<file path="src/rtl/seg7_pkg.sv">
// Shared 7-segment definitions: per-digit segment patterns (active-high, {g,f,e,d,c,b,a})
// and the hex-to-segment lookup used by every decoder.
package seg7_pkg;

  localparam logic [6:0] SEG_0     = 7'b0111111;
  localparam logic [6:0] SEG_1     = 7'b0000110;
  localparam logic [6:0] SEG_2     = 7'b1011011;
  localparam logic [6:0] SEG_3     = 7'b1001111;
  localparam logic [6:0] SEG_4     = 7'b1100110;
  localparam logic [6:0] SEG_5     = 7'b1101101;
  localparam logic [6:0] SEG_6     = 7'b1111101;
  localparam logic [6:0] SEG_7     = 7'b0000111;
  localparam logic [6:0] SEG_8     = 7'b1111111;
  localparam logic [6:0] SEG_9     = 7'b1101111;
  localparam logic [6:0] SEG_A     = 7'b1110111;
  localparam logic [6:0] SEG_B     = 7'b1111100;
  localparam logic [6:0] SEG_C     = 7'b0111001;
  localparam logic [6:0] SEG_D     = 7'b1011110;
  localparam logic [6:0] SEG_E     = 7'b1111001;
  localparam logic [6:0] SEG_F     = 7'b1110001;
  localparam logic [6:0] SEG_BLANK = 7'b0000000;

  // Unknown inputs fall to the default branch so the digit blanks instead of showing X.
  function automatic logic [6:0] hex_to_seg(input logic [3:0] value);
    logic [6:0] seg;
    case (value)
      4'h0:    seg = SEG_0;
      4'h1:    seg = SEG_1;
      4'h2:    seg = SEG_2;
      4'h3:    seg = SEG_3;
      4'h4:    seg = SEG_4;
      4'h5:    seg = SEG_5;
      4'h6:    seg = SEG_6;
      4'h7:    seg = SEG_7;
      4'h8:    seg = SEG_8;
      4'h9:    seg = SEG_9;
      4'hA:    seg = SEG_A;
      4'hB:    seg = SEG_B;
      4'hC:    seg = SEG_C;
      4'hD:    seg = SEG_D;
      4'hE:    seg = SEG_E;
      4'hF:    seg = SEG_F;
      default: seg = SEG_BLANK;
    endcase
    return seg;
  endfunction

endpackage

</file>
<file path="src/rtl/b27s_dec.sv">
// Combinational hex digit to active-high segment pattern.
module b27s_dec
  import seg7_pkg::*;
(
  input  logic [3:0] sw,
  output logic [6:0] seg
);

  assign seg = hex_to_seg(sw);

endmodule

</file>
<file path="src/rtl/b27s.sv">
// Binary-to-7-segment driver: decodes sw, applies segment polarity and (optionally)
// registers the result; reset blanks the digit asynchronously.
module b27s
  import seg7_pkg::*;
#(
  parameter bit ACTIVE_LOW = 1'b1,
  parameter bit REG_OUT    = 1'b1
) (
  input  logic       clk,
  input  logic       rst,
  input  logic [3:0] sw,
  output logic [6:0] led
);

  localparam logic [6:0] LED_BLANK = ACTIVE_LOW ? ~SEG_BLANK : SEG_BLANK;

  logic [6:0] seg;
  logic [6:0] drive;

  b27s_dec u_dec (
    .sw  (sw),
    .seg (seg)
  );

  assign drive = ACTIVE_LOW ? ~seg : seg;

  generate
    if (REG_OUT) begin : g_reg
      always_ff @(posedge clk or posedge rst) begin
        if (rst) led <= LED_BLANK;
        else     led <= drive;
      end
    end else begin : g_comb
      // Combinational build still honours reset so the digit blanks during reset.
      assign led = rst ? LED_BLANK : drive;
    end
  endgenerate

endmodule

</file>
<file path="config.mk">
export PLATFORM = sky130hd
export DESIGN_NAME = b27s
export DESIGN_NICKNAME = d
export VERILOG_FILES = /design/src/rtl/seg7_pkg.sv /design/src/rtl/b27s_dec.sv /design/src/rtl/b27s.sv
export SDC_FILE = /design/constraint.sdc
export NUM_CORES = 1
export LEC_CHECK = 0
export CORE_AREA = 2 2 39 41
export CTS_CLUSTER_SIZE = 8
export DETAILED_ROUTE_END_ITERATION = 10
export DIE_AREA = 0 0 41 43
export HOLD_SLACK_MARGIN = 0.06
export SLEW_MARGIN = 40
export SYNTH_ARGS = -nofsm -noshare
export SYNTH_HDL_FRONTEND = slang
export SYNTH_SLANG_ARGS = --single-unit
</file>
<file path="constraint.sdc">
create_clock -name clk -period 0.8 [get_ports clk]
set_clock_uncertainty 0.05 [all_clocks]
set_input_delay 0.12 -clock clk [delete_from_list [all_inputs] [get_ports clk]]
set_output_delay 0.12 -clock clk [all_outputs]
set_load 0.1 [all_outputs]
</file>
## Word-level counts from Yosys, hierarchy flattened

Memory sizes are Yosys's and may differ from the RTL's.
Index checks and enable logic that the tools add are counted.

| cells by class | value |
|---|---|
| shifts and indexed selects | 0 |
| $lt $le $gt $ge | 0 |
| div/mod/pow operators | 0 |
| muxes and demuxes | 0 |
| add/sub/neg operators | 0 |
| multiply operators | 0 |
| reduce and logical (&&, ||, !) cells | 0 |
| equality and inequality tests | 0 |
| bitwise operators | 1 |

Operators by type and width:

| cell | number |
|---|---|
| $not 7->7 | 1 |

| word-level totals | value |
|---|---|
| latch bits | 0 |
| logic and storage cells | 3 |
| RAM bits | 0 |
| bits in registers | 7 |
| memories kept | 1 |
| output and inout bits | 7 |
| ROM bits | 112 |

Memory list:

| name | depth | width | rd ports | clocked after memory_dff | wr ports | RTL line | text |
|---|---|---|---|---|---|---|---|
| (no name shown) | 16 | 7 | 1 | 0 | 0 | seg7_pkg.sv:26 | `case (value)` |

## Longest topological paths before layout

Gate-level depths: netlist of run 1.
An unclocked memory read counts as a cell.

| depth | value |
|---|---|
| word-level depth | 2 |
| depth in mapped cells | 5 |
| depth with buffers taken out | 5 |

## Cells and area by module

From an unflattened synthesis of run 1, not the netlist that was laid out.

| second synthesis, totals | value |
|---|---|
| cell total of the unflattened synthesis | 48 |
| area, all modules | 501.7 µm² |

By module, submodules not included:

| module | sequential area each (µm²) | area each (µm²) | instances | cells each |
|---|---|---|---|---|
| b27s_dec | 0.0 | 287.8 | 1 | 33 |
| b27s | 183.9 | 214.0 | 1 | 15 |

## Worst setup path after synthesis of run 1

Ideal clock, no wire load.

| path | value |
|---|---|
| path type | in2reg |
| start | input sw[0] |
| end | register led[3] |
| required time | 0.655 ns |
| setup slack | -0.284 ns |
| cell stages on the path | 4 |
| buffers on the path | 0 |
| data arrival time | 0.939 ns |
| library setup time | 0.095 ns |
| cells stage by stage | inv_1 > ha_1 > inv_1 > mux4_1 |

| on the way | value |
|---|---|
| cells in the longest elaborated chain, start to end | 2 |

Ends and longest elaborated chain:

| what | RTL line | text |
|---|---|---|
| from (decl) | b27s.sv:11 | `input logic [3:0] sw,` |
| $mem_v2 16x7 | n/a |  |
| $not 7->7 | b27s.sv:25 | `assign drive = ACTIVE_LOW ? ~seg : seg;` |
| via drive[3] | b27s.sv:18 | `logic [6:0] drive;` |
| to (signal assigned) | b27s.sv:31 | `else led <= drive;` |
| to (decl) | b27s.sv:12 | `output logic [6:0] led` |

The timed path passes the listed nets, and every way through them passes these cells.

## Worst setup path after layout of run 1

| path | value |
|---|---|
| start | register led[2] |
| end | output led[2] |

No word-level cell between the ends.

==> metrics.log, run 1 <==
INFO  metric cp-start-kind = flop
INFO  metric drtPass1Iterations = 4
INFO  metric overflow = 0
INFO  metric first_global_vias = 417
INFO  metric average_footprint_of_a_synthesized_cell = approximately 11 sq um
INFO  metric design.core.area = 1380 sq um
INFO  metric max_stage_delay = roughly 0.62 ns
INFO  metric worstPathCellList = buf_12
INFO  metric critPathTopFamily = flip-flops
INFO  metric ant_diodes = 0
INFO  metric drv_slew = 0
INFO  metric floorplan.die.height = approximately 43 um
INFO  metric die_area = 1760 sq um
INFO  metric floorplan.io_pins = 13
INFO  metric fin_nets = approximately 80
INFO  metric path_max_fanout = 1
INFO  metric die_w = 41 um
INFO  metric grt_antenna_before_repair = 0
INFO  metric yosys.area.top_type = dfstp_2
INFO  metric grt_setup_unrepaired = yes
INFO  metric slew_headroom = 0.844
INFO  metric period_needed = 1.20 ns
INFO  metric yosys_warnings = 0
INFO  metric hold_class = in2reg
INFO  metric post_synth_edffs = 0
INFO  metric postSynth.topFlopCell = dfstp_2
INFO  metric worst_ep_required_time = 0.63 ns
INFO  metric wire_length_of_the_first_global_routing_pass = around 1.7 mm
INFO  metric fillerInstances = a little over 90
INFO  metric via_count = roughly 390
INFO  metric synthArstFlopShare = 1.00
INFO  metric reg.largest.list = led: 7 flops
INFO  metric placement_rows = 14
INFO  metric placedCellCount = 74
INFO  metric tritoncts_clock_tree = built
INFO  metric achievable-frequency = 835 MHz
INFO  metric fin_cells = 81
INFO  metric route.detailed.vias_per_inst = 4.79
INFO  metric clock_tree.htree_level_count = 1
INFO  metric detailed_place_hpwl = 738 um
INFO  metric post_route_cells_drive_above_1_share = 0.723
INFO  metric ys_types = 18
INFO  metric worst_hold_slack = 0.156 ns
INFO  metric critPathArrivalTime = 1.03 ns
INFO  metric hold_path_depth = 2
INFO  metric timing.max_cap.violations = 0
INFO  metric netlist_top_cells_area = dfstp_2 42%, ha_1 17%, mux4_1 6.0%
INFO  metric crit_type = reg2out
INFO  metric area_overhead_of_the_layout_relative_to_synthesis = 105%
INFO  metric portBuffers = 12
INFO  metric clock_tree.root_cell = clkbuf_4
INFO  metric grt_max_degree = 10
INFO  metric synth_sequential_area_ratio = 0.418
INFO  metric final_routed_drc_violation_total = 0
INFO  metric report.final.setup_viol = 10
INFO  metric detailedRoute.firstIterationViolations = 18
INFO  metric cts_inserted_buffers = 3
INFO  metric place_congestion = 0.817
INFO  metric setup_ws_pre_cts = -0.908 ns
INFO  metric worst-slew-pin-transition = 0.234 ns
INFO  metric end_kind = output pin
INFO  metric largest_register_ffs = 7
INFO  metric synth_nets = 51
INFO  metric cts.sink_count = 7
INFO  metric final.period_utilization = 1.50
INFO  metric netlist_area_before_placement = 440 sq um
INFO  metric violations = negative setup slack
INFO  metric cts_buffer_depth = 2
INFO  metric top_register = led
INFO  metric standby_leakage_power = about 0.39 nW
INFO  metric crit_path_top_delay_cell = dfstp_4
INFO  metric p_per_cell_area = 1540 nW/um^2
INFO  metric clk_transition_reported_paths = about 0.050 ns
INFO  metric ir_drop = 0.675 mV
INFO  metric worstSetupPathDepth = 1
INFO  metric critPathBufInv = 1
INFO  metric synth_cells = 39
INFO  metric run_status = finished with violations
INFO  metric grt_usage = 0.153
INFO  metric timing_hold_violations_final = 0
INFO  metric yosys_register_bits = 7
INFO  metric detail_route.wl_per_cell = approximately 13 um
INFO  metric initial_utilization = 0.318
INFO  metric final_antenna_net_count = 0
INFO  metric synthDominantCellAreaShare = 0.418
INFO  metric postLayoutSetupSlackWorst = -0.398 ns
INFO  metric wirelength = ~1.1 mm
==> report_power, final <==
| part | internal [mW] | switching, mW | leakage (nW) |
|---|---|---|---|
| combinational | 0.269 | 0.360 | 0.295 |
| sequential | 0.428 | 0.0239 | 0.0778 |
| clock | 0.189 | 0.117 | 0.0150 |
==> timing repair <==
item | in CTS | in global routing
endpoints found under the hold margin | 0 | 0
hold buffers | 0 | 0
gates cloned | 0 | 0
buffers inserted | 3 | 1
pin swaps | 6 | 2
endpoints found under the setup margin | 14 | 14
resized for setup | 25 | 10
==> routing by layer <==
metal	GRT usage	up-vias	part of all wire
li1	-	183	-
met1	0.140	191	0.33
met2	0.263	12	0.63
met3	0.0209	2	0.034
met4	0.140	0	0.0075
met5	0	-	0
==> metrics by stage <==
step | power (mW) | util | TNS (ns) | cell area, sq um
2_1_floorplan | 0.797 | - | -1.21 | 498
3_3_place_gp | 1.01 | 0.549 | -6.12 | 759
3_5_place_dp | 1.02 | 0.549 | -6.40 | 759
4_1_cts | 1.39 | 0.637 | -3.12 | 882
5_1_grt | 1.47 | 0.652 | -3.10 | 902
6_report | 1.39 | 0.652 | -2.85 | 902
==> cells by family after synthesis <==
group	Yosys count	synth area share
multiplexers	3	0.105
flip-flops	7	0.418
AND/OR/NAND/NOR	11	0.128
AO/OA/AOI/OAI	6	0.108
adder cells (fa/ha/maj)	6	0.170
buffers and inverters	6	0.0710
==> synthesized netlist by cell type (2+ instances only) <==
library cell  number
nand2_1            3
mux2i_1            2
nor2_1             3
a22o_1             2
ha_1               6
nor2b_1            2
inv_1              4
dfstp_2            7
==> worst paths after layout <==
| kind | startpoint | endpoint |
|---|---|---|
| worst max-delay path | led[2] | led[2] |
| worst min-delay path | sw[2] | led[0] |
| max in group asynchronous | rst | led[6] |
| min in group asynchronous | rst | led[2] |
==> cell type report <==
type                            instances  area, sq um  area share
Tap cell                               16         20.0      0.0222
Inverter                                4         35.0      0.0388
Sequential cell                         7          210       0.233
Clock buffer                            4         26.3      0.0291
Multi-Input combinational cell         26          297       0.329
Timing Repair Buffer                   24          314       0.348
==> cells in the final DEF, fill, tap and decap left out, drive strengths merged <==
| master | netlist | routed |
|---|---|---|
| a31oi | 1 | 1 |
| a22o | 2 | 2 |
| dlygate4sd2 | 0 | 1 |
| buf | 2 | 22 |
| mux4 | 1 | 1 |
| o21ai | 1 | 1 |
| a32o | 1 | 1 |
| nand2 | 3 | 3 |
| dfstp | 7 | 7 |
| clkbuf | 0 | 4 |
| nor2 | 4 | 4 |
| mux2i | 2 | 2 |
| nor2b | 2 | 2 |
| o32ai | 1 | 1 |
| nand2b | 1 | 1 |
| clkdlybuf4s50 | 0 | 1 |
| or3b | 1 | 1 |
| ha | 6 | 6 |
| inv | 4 | 4 |
No activity file was read; power rests on OpenSTA's default activity.
==> run 2, diff against run 1 <==
- RECOVER_POWER: not set -> 100
- clock period: 0.8 -> 1.5 ns (I/O delays scaled with it)
==> run 2 against run 1 <==
  * The flow now finishes without violations
  * Die area unchanged
  * Power decreased by 54%
  * Cell area down 24%
==> metrics.log, run 2 (synthesized netlist as in run 1, its figures left out) <==
INFO  metric drv_slew = 0
INFO  metric portBuffers = 12
INFO  metric initial_utilization = 0.318
INFO  metric detailed_place_hpwl = ~670 um
INFO  metric via_count = 368
INFO  metric final_standard_cell_utilization_of_the_core = 0.497
INFO  metric place_congestion = 0.794
INFO  metric postLayoutSetupSlackWorst = 0.143 ns
INFO  metric ant_diodes = 0
INFO  metric timing.max_cap.violations = 0
INFO  metric wirelength = just over 800 um
INFO  metric period_needed = ~1.4 ns
INFO  metric grt_setup_unrepaired = no
INFO  metric slew_headroom = 0.799
INFO  metric clock_tree.root_cell = clkbuf_4
INFO  metric first_global_vias = 352
INFO  metric hold_path_depth = 3
INFO  metric crit_path_top_delay_cell = dlygate4sd3_1
INFO  metric grt_max_degree = 11
INFO  metric critPathBufInv = 1
INFO  metric cts_inserted_buffers = 3
INFO  metric final.period_utilization = 0.905
INFO  metric p_per_cell_area = between 900 and 1000 nW/um^2
INFO  metric top_register = led
INFO  metric fin_cells = 82
INFO  metric reg.largest.list = led: 7 flops
INFO  metric end_kind = flop
INFO  metric final_routed_drc_violation_total = 0
INFO  metric tritoncts_clock_tree = built
INFO  metric crit_type = in2reg
INFO  metric cts_post_setup_buffers_inserted = 0
INFO  metric grt_antenna_before_repair = 0
INFO  metric detail_route.wl_per_cell = 9.98 um
INFO  metric worst_hold_slack = 0.408 ns
INFO  metric fillerInstances = 136
INFO  metric critPathTopFamily = buffers and inverters
INFO  metric cp-start-kind = primary input
INFO  metric drtPass1Iterations = 4
INFO  metric route.met3.wl = around 90 um
INFO  metric placement_rows = 14
INFO  metric die_w = 41 um
INFO  metric standby_leakage_power = ~0.35 nW
INFO  metric worst_ep_required_time = 1.60 ns
INFO  metric die_area = 1760 sq um
INFO  metric worst-slew-pin-transition = 0.303 ns
INFO  metric report.final.setup_viol = 0
INFO  metric max_stage_delay = 0.65 ns
INFO  metric ir_drop = approximately 0.25 mV
INFO  metric clock_tree.htree_level_count = 1
INFO  metric wire_length_of_the_first_global_routing_pass = 1.28 mm
INFO  metric setup_ws_pre_cts = -0.246 ns
INFO  metric hold_class = in2reg
INFO  metric cts.sink_count = 7
INFO  metric cts_buffer_depth = 2
INFO  metric floorplan.die.height = 43 um
INFO  metric overflow = 0
INFO  metric final_common_cell = buf_4
INFO  metric placedCellCount = between 70 and 80
INFO  metric maxUsedRoutingLayer = met4
INFO  metric met1_length = 263 um
INFO  metric worstSetupPathDepth = 2
INFO  metric cts.hold.buffers_added = 0
INFO  metric layout.cells.most_common_list = 13 x buf_4, 10 x clkbuf_4, 7 x dfstp_2, 5 x ha_1
INFO  metric path_max_fanout = 5
INFO  metric post-layout-total-power = about 630 uW
INFO  metric worstPathCellList = dlygate4sd3_1 -> mux4_1
INFO  metric fin_nets = 79
INFO  metric design.core.area = between 1000 and 1500 sq um
INFO  metric cts-resized-gates = 0
INFO  metric run_status = completed
INFO  metric route.detailed.vias_per_inst = 4.49
INFO  metric critPathArrivalTime = 1.46 ns
INFO  metric detailedRoute.firstIterationViolations = 10
INFO  metric post_route_cells_drive_above_1_share = 0.515
INFO  metric wl_met2 = 449 um
INFO  metric grt_usage = 0.109
INFO  metric largest_register_ffs = 7
INFO  metric achievable-frequency = 737 MHz
INFO  metric final_antenna_net_count = 0
INFO  metric clk_transition_reported_paths = 0.05 ns
INFO  metric timing_hold_violations_final = 0
INFO  metric area_overhead_of_the_layout_relative_to_synthesis = 56.3%
INFO  metric floorplan.io_pins = 13
[run 2: changes by cell type in the layout (fill, tap and decap cells not counted), moves of 2 or more]
cell | previous run | this run
buf_12 | 10 | 0
clkbuf_4 | 3 | 10
dfstp_2 | 0 | 7
dfstp_4 | 7 | 0
buf_4 | 9 | 13
ha_1 | 1 | 5
ha_4 | 4 | 1
buf_6 | 2 | 0
dlygate4sd3_1 | 0 | 2
dlymetal6s2s_1 | 0 | 2
nand2_1 | 1 | 3
nand2_2 | 2 | 0
[run 2: path summary, 6_finish.rpt]
kind,start,end,slack (ns)
worst max-delay path,sw[3],led[3],0.14
worst min-delay path,sw[1],led[1],0.41
max in group asynchronous,rst,led[0],0.86
min in group asynchronous,rst,led[5],0.51
[run 2: where the power goes]
part,internal (mW),switching [mW],leakage [nW],total (mW)
clock network,0.101,0.0597,0.0150,0.161
logic,0.0771,0.175,0.264,0.252
registers,0.217,0.00346,0.0732,0.221
total,0.395,0.238,0.352,0.633
[run 2: cell type report]
type | count | area, sq um | share of cell area
multi-input cells | 26 | 238 | 0.345
repair buffers | 25 | 205 | 0.298
flip-flops and latches | 7 | 184 | 0.267
clock buffers | 4 | 26.3 | 0.0382
well taps | 16 | 20.0 | 0.0291
inverters | 4 | 15.0 | 0.0218
[run 2: per-stage QoR]
stage	cell area [sq um]	setup TNS (ns)
after floorplan	440	0
after global placement	732	-0.558
after detailed placement	732	-0.740
after CTS	758	0
after global routing	688	0
final	688	0
[run 2: metal layers]
metal | vias to the layer above | GRT usage
met4 | 0 | 0.100
li1 | 185 | -
met5 | - | 0
met2 | 15 | 0.191
met3 | 2 | 0.0157
met1 | 166 | 0.0957
==> run 3, diff against run 2 <==
- CTS_CLUSTER_SIZE: 8 -> 30
- PLACE_DENSITY: not set -> 0.62
==> run 3 against run 2 <==
  * Global-route usage is essentially flat
  * Die area is the same
  * Wire length shrank 5.3%
  * Clock power barely moved
  * Non-clock buffer count fell by 3
  * Worst setup slack got worse by 0.0020 ns
  * Critical path type unchanged
  * Largest cell class unchanged
  * Largest power group unchanged
  * Highest routed layer unchanged
==> metrics.log, run 3 (synthesized netlist as in run 1, its figures left out) <==
INFO  metric run_status = completed
INFO  metric cts.sink_count = 7
INFO  metric p_switching = 238 uW
INFO  metric wirelength = 775 um
INFO  metric via_count = 365
INFO  metric route.detailed.vias_per_inst = 4.62
INFO  metric detailed_place_hpwl = roughly 630 um
INFO  metric portBuffers = 12
INFO  metric floorplan.io_pins = 13
INFO  metric worst-slew-pin-transition = 0.303 ns
INFO  metric final_antenna_net_count = 0
INFO  metric drv_slew = 0
INFO  metric fin_nets = 76
INFO  metric crit_path_top_delay_cell = dlygate4sd3_1
INFO  metric max_stage_delay = 0.65 ns
INFO  metric overflow = 0
INFO  metric area_overhead_of_the_layout_relative_to_synthesis = 48.9%
INFO  metric period_needed = 1.36 ns
INFO  metric ant_diodes = 0
INFO  metric setup_tns = 0 ns
INFO  metric initial_utilization = 0.318
INFO  metric die_w = 41 um
INFO  metric floorplan.die.height = 43 um
INFO  metric multi_input_area = 228 sq um
INFO  metric clkPwrFrac = 0.260
INFO  metric cts_buffer_depth = 2
INFO  metric critPathArrivalTime = 1.46 ns
INFO  metric p_per_cell_area = 956 nW/um^2
INFO  metric crit_type = in2reg
INFO  metric reg.largest.list = led: 7 flops
INFO  metric largest_register_ffs = 7
INFO  metric fillerInstances = around 130
INFO  metric layout.cells.most_common_list = 10 x clkbuf_4, 10 x buf_4, 7 x dfstp_2, 5 x ha_1
INFO  metric standby_leakage_power = approximately 0.34 nW
INFO  metric cp-start-kind = primary input
INFO  metric placedCellCount = 75
INFO  metric wire_length_of_the_first_global_routing_pass = 1.24 mm
INFO  metric achievable-frequency = 736 MHz
INFO  metric path_max_fanout = 5
INFO  metric cell_internal_power_dissipation = 389 uW
INFO  metric report.final.setup_viol = 0
INFO  metric detail_route.wl_per_cell = 9.81 um
INFO  metric detailedRoute.firstIterationViolations = 1
INFO  metric ir_drop = 0.233 mV
INFO  metric worst_ep_required_time = 1.61 ns
INFO  metric worstPathCellList = dlygate4sd3_1 -> mux4_1
INFO  metric timing.max_cap.violations = 0
INFO  metric netSwitchingFraction = 0.379
INFO  metric cts_inserted_buffers = 3
INFO  metric final-seq-area = 184 sq um
INFO  metric placement_rows = 14
INFO  metric design.core.area = 1380 sq um
INFO  metric clock_tree.htree_level_count = 1
INFO  metric drtPass1Iterations = 4
INFO  metric hold_class = in2reg
INFO  metric final_routed_drc_violation_total = 0
INFO  metric top_register = led
INFO  metric cts_post_setup_buffers_inserted = 0
INFO  metric slew_headroom = 0.799
INFO  metric grt_usage = 0.110
INFO  metric die_area = 1760 sq um
INFO  metric comb_power_share = 0.387
INFO  metric final.period_utilization = 0.906
INFO  metric end_kind = flop
INFO  metric grt_max_degree = 10
INFO  metric place_congestion = between 0.7 and 0.8
INFO  metric clk_transition_reported_paths = 0.05 ns
INFO  metric post_route_cells_drive_above_1_share = 0.492
INFO  metric grt_setup_unrepaired = no
INFO  metric timing_hold_violations_final = 0
INFO  metric tritoncts_clock_tree = built
INFO  metric clock_tree.root_cell = clkbuf_4
INFO  metric fin_cells = 79
INFO  metric critPathBufInv = 1
INFO  metric p_seq_frac = 0.352
INFO  metric critPathTopFamily = buffers and inverters
INFO  metric first_global_vias = between 300 and 400
INFO  metric grt_antenna_before_repair = 0
[run 3: changes by cell type in the layout (fill, tap and decap cells not counted)]
cell / change
ha_2: +1
buf_4: -3
ha_4: -1
[run 3: stage by stage]
stage          setup WS (ns)  utilization  hold slack [ns]  area [sq um]  power, mW
2_1_floorplan          0.311            -            0.196           440      0.406
3_3_place_gp          -0.210        0.513            0.649           709      0.521
3_5_place_dp          -0.254        0.513            0.651           709      0.524
4_1_cts               0.0136        0.532            0.385           736      0.695
5_1_grt               0.0911        0.474            0.411           656      0.664
6_report               0.141        0.474            0.383           656      0.627
[run 3: per-layer routing]
metal	vias up	global-route usage	wire [um]
met5	-	0	0
met4	0	0.140	26
met3	4	0.0157	81
met2	15	0.181	418
met1	165	0.0864	249
li1	181	-	-
[run 3: timing repair]
action | in CTS | in global routing
hold buffers | 0 | 0
endpoints found under the setup margin | 0 | 2
resized for setup | 0 | 5
[run 3: cell type report]
type | count | share of cell area
multi-input cells | 26 | 0.347
flip-flops and latches | 7 | 0.281
repair buffers | 22 | 0.279
clock buffers | 4 | 0.0401
well taps | 16 | 0.0305
inverters | 4 | 0.0229
[run 3: final timing paths]
kind,start,to,slack [ns],cells after the start
setup / recovery,sw[3],led[3],0.14,2
hold / removal,sw[0],led[1],0.38,3
max in group asynchronous,rst,led[1],0.86,2
min in group asynchronous,rst,led[0],0.52,2
[run 3: power by group through the flow]
stage	sequential [mW]	combinational, mW	clock (mW)
floorplan	0.353	0.0524	0
global placement	0.234	0.287	0
detailed placement	0.234	0.289	0
CTS	0.232	0.290	0.173
global route	0.222	0.256	0.187
finish	0.221	0.243	0.163
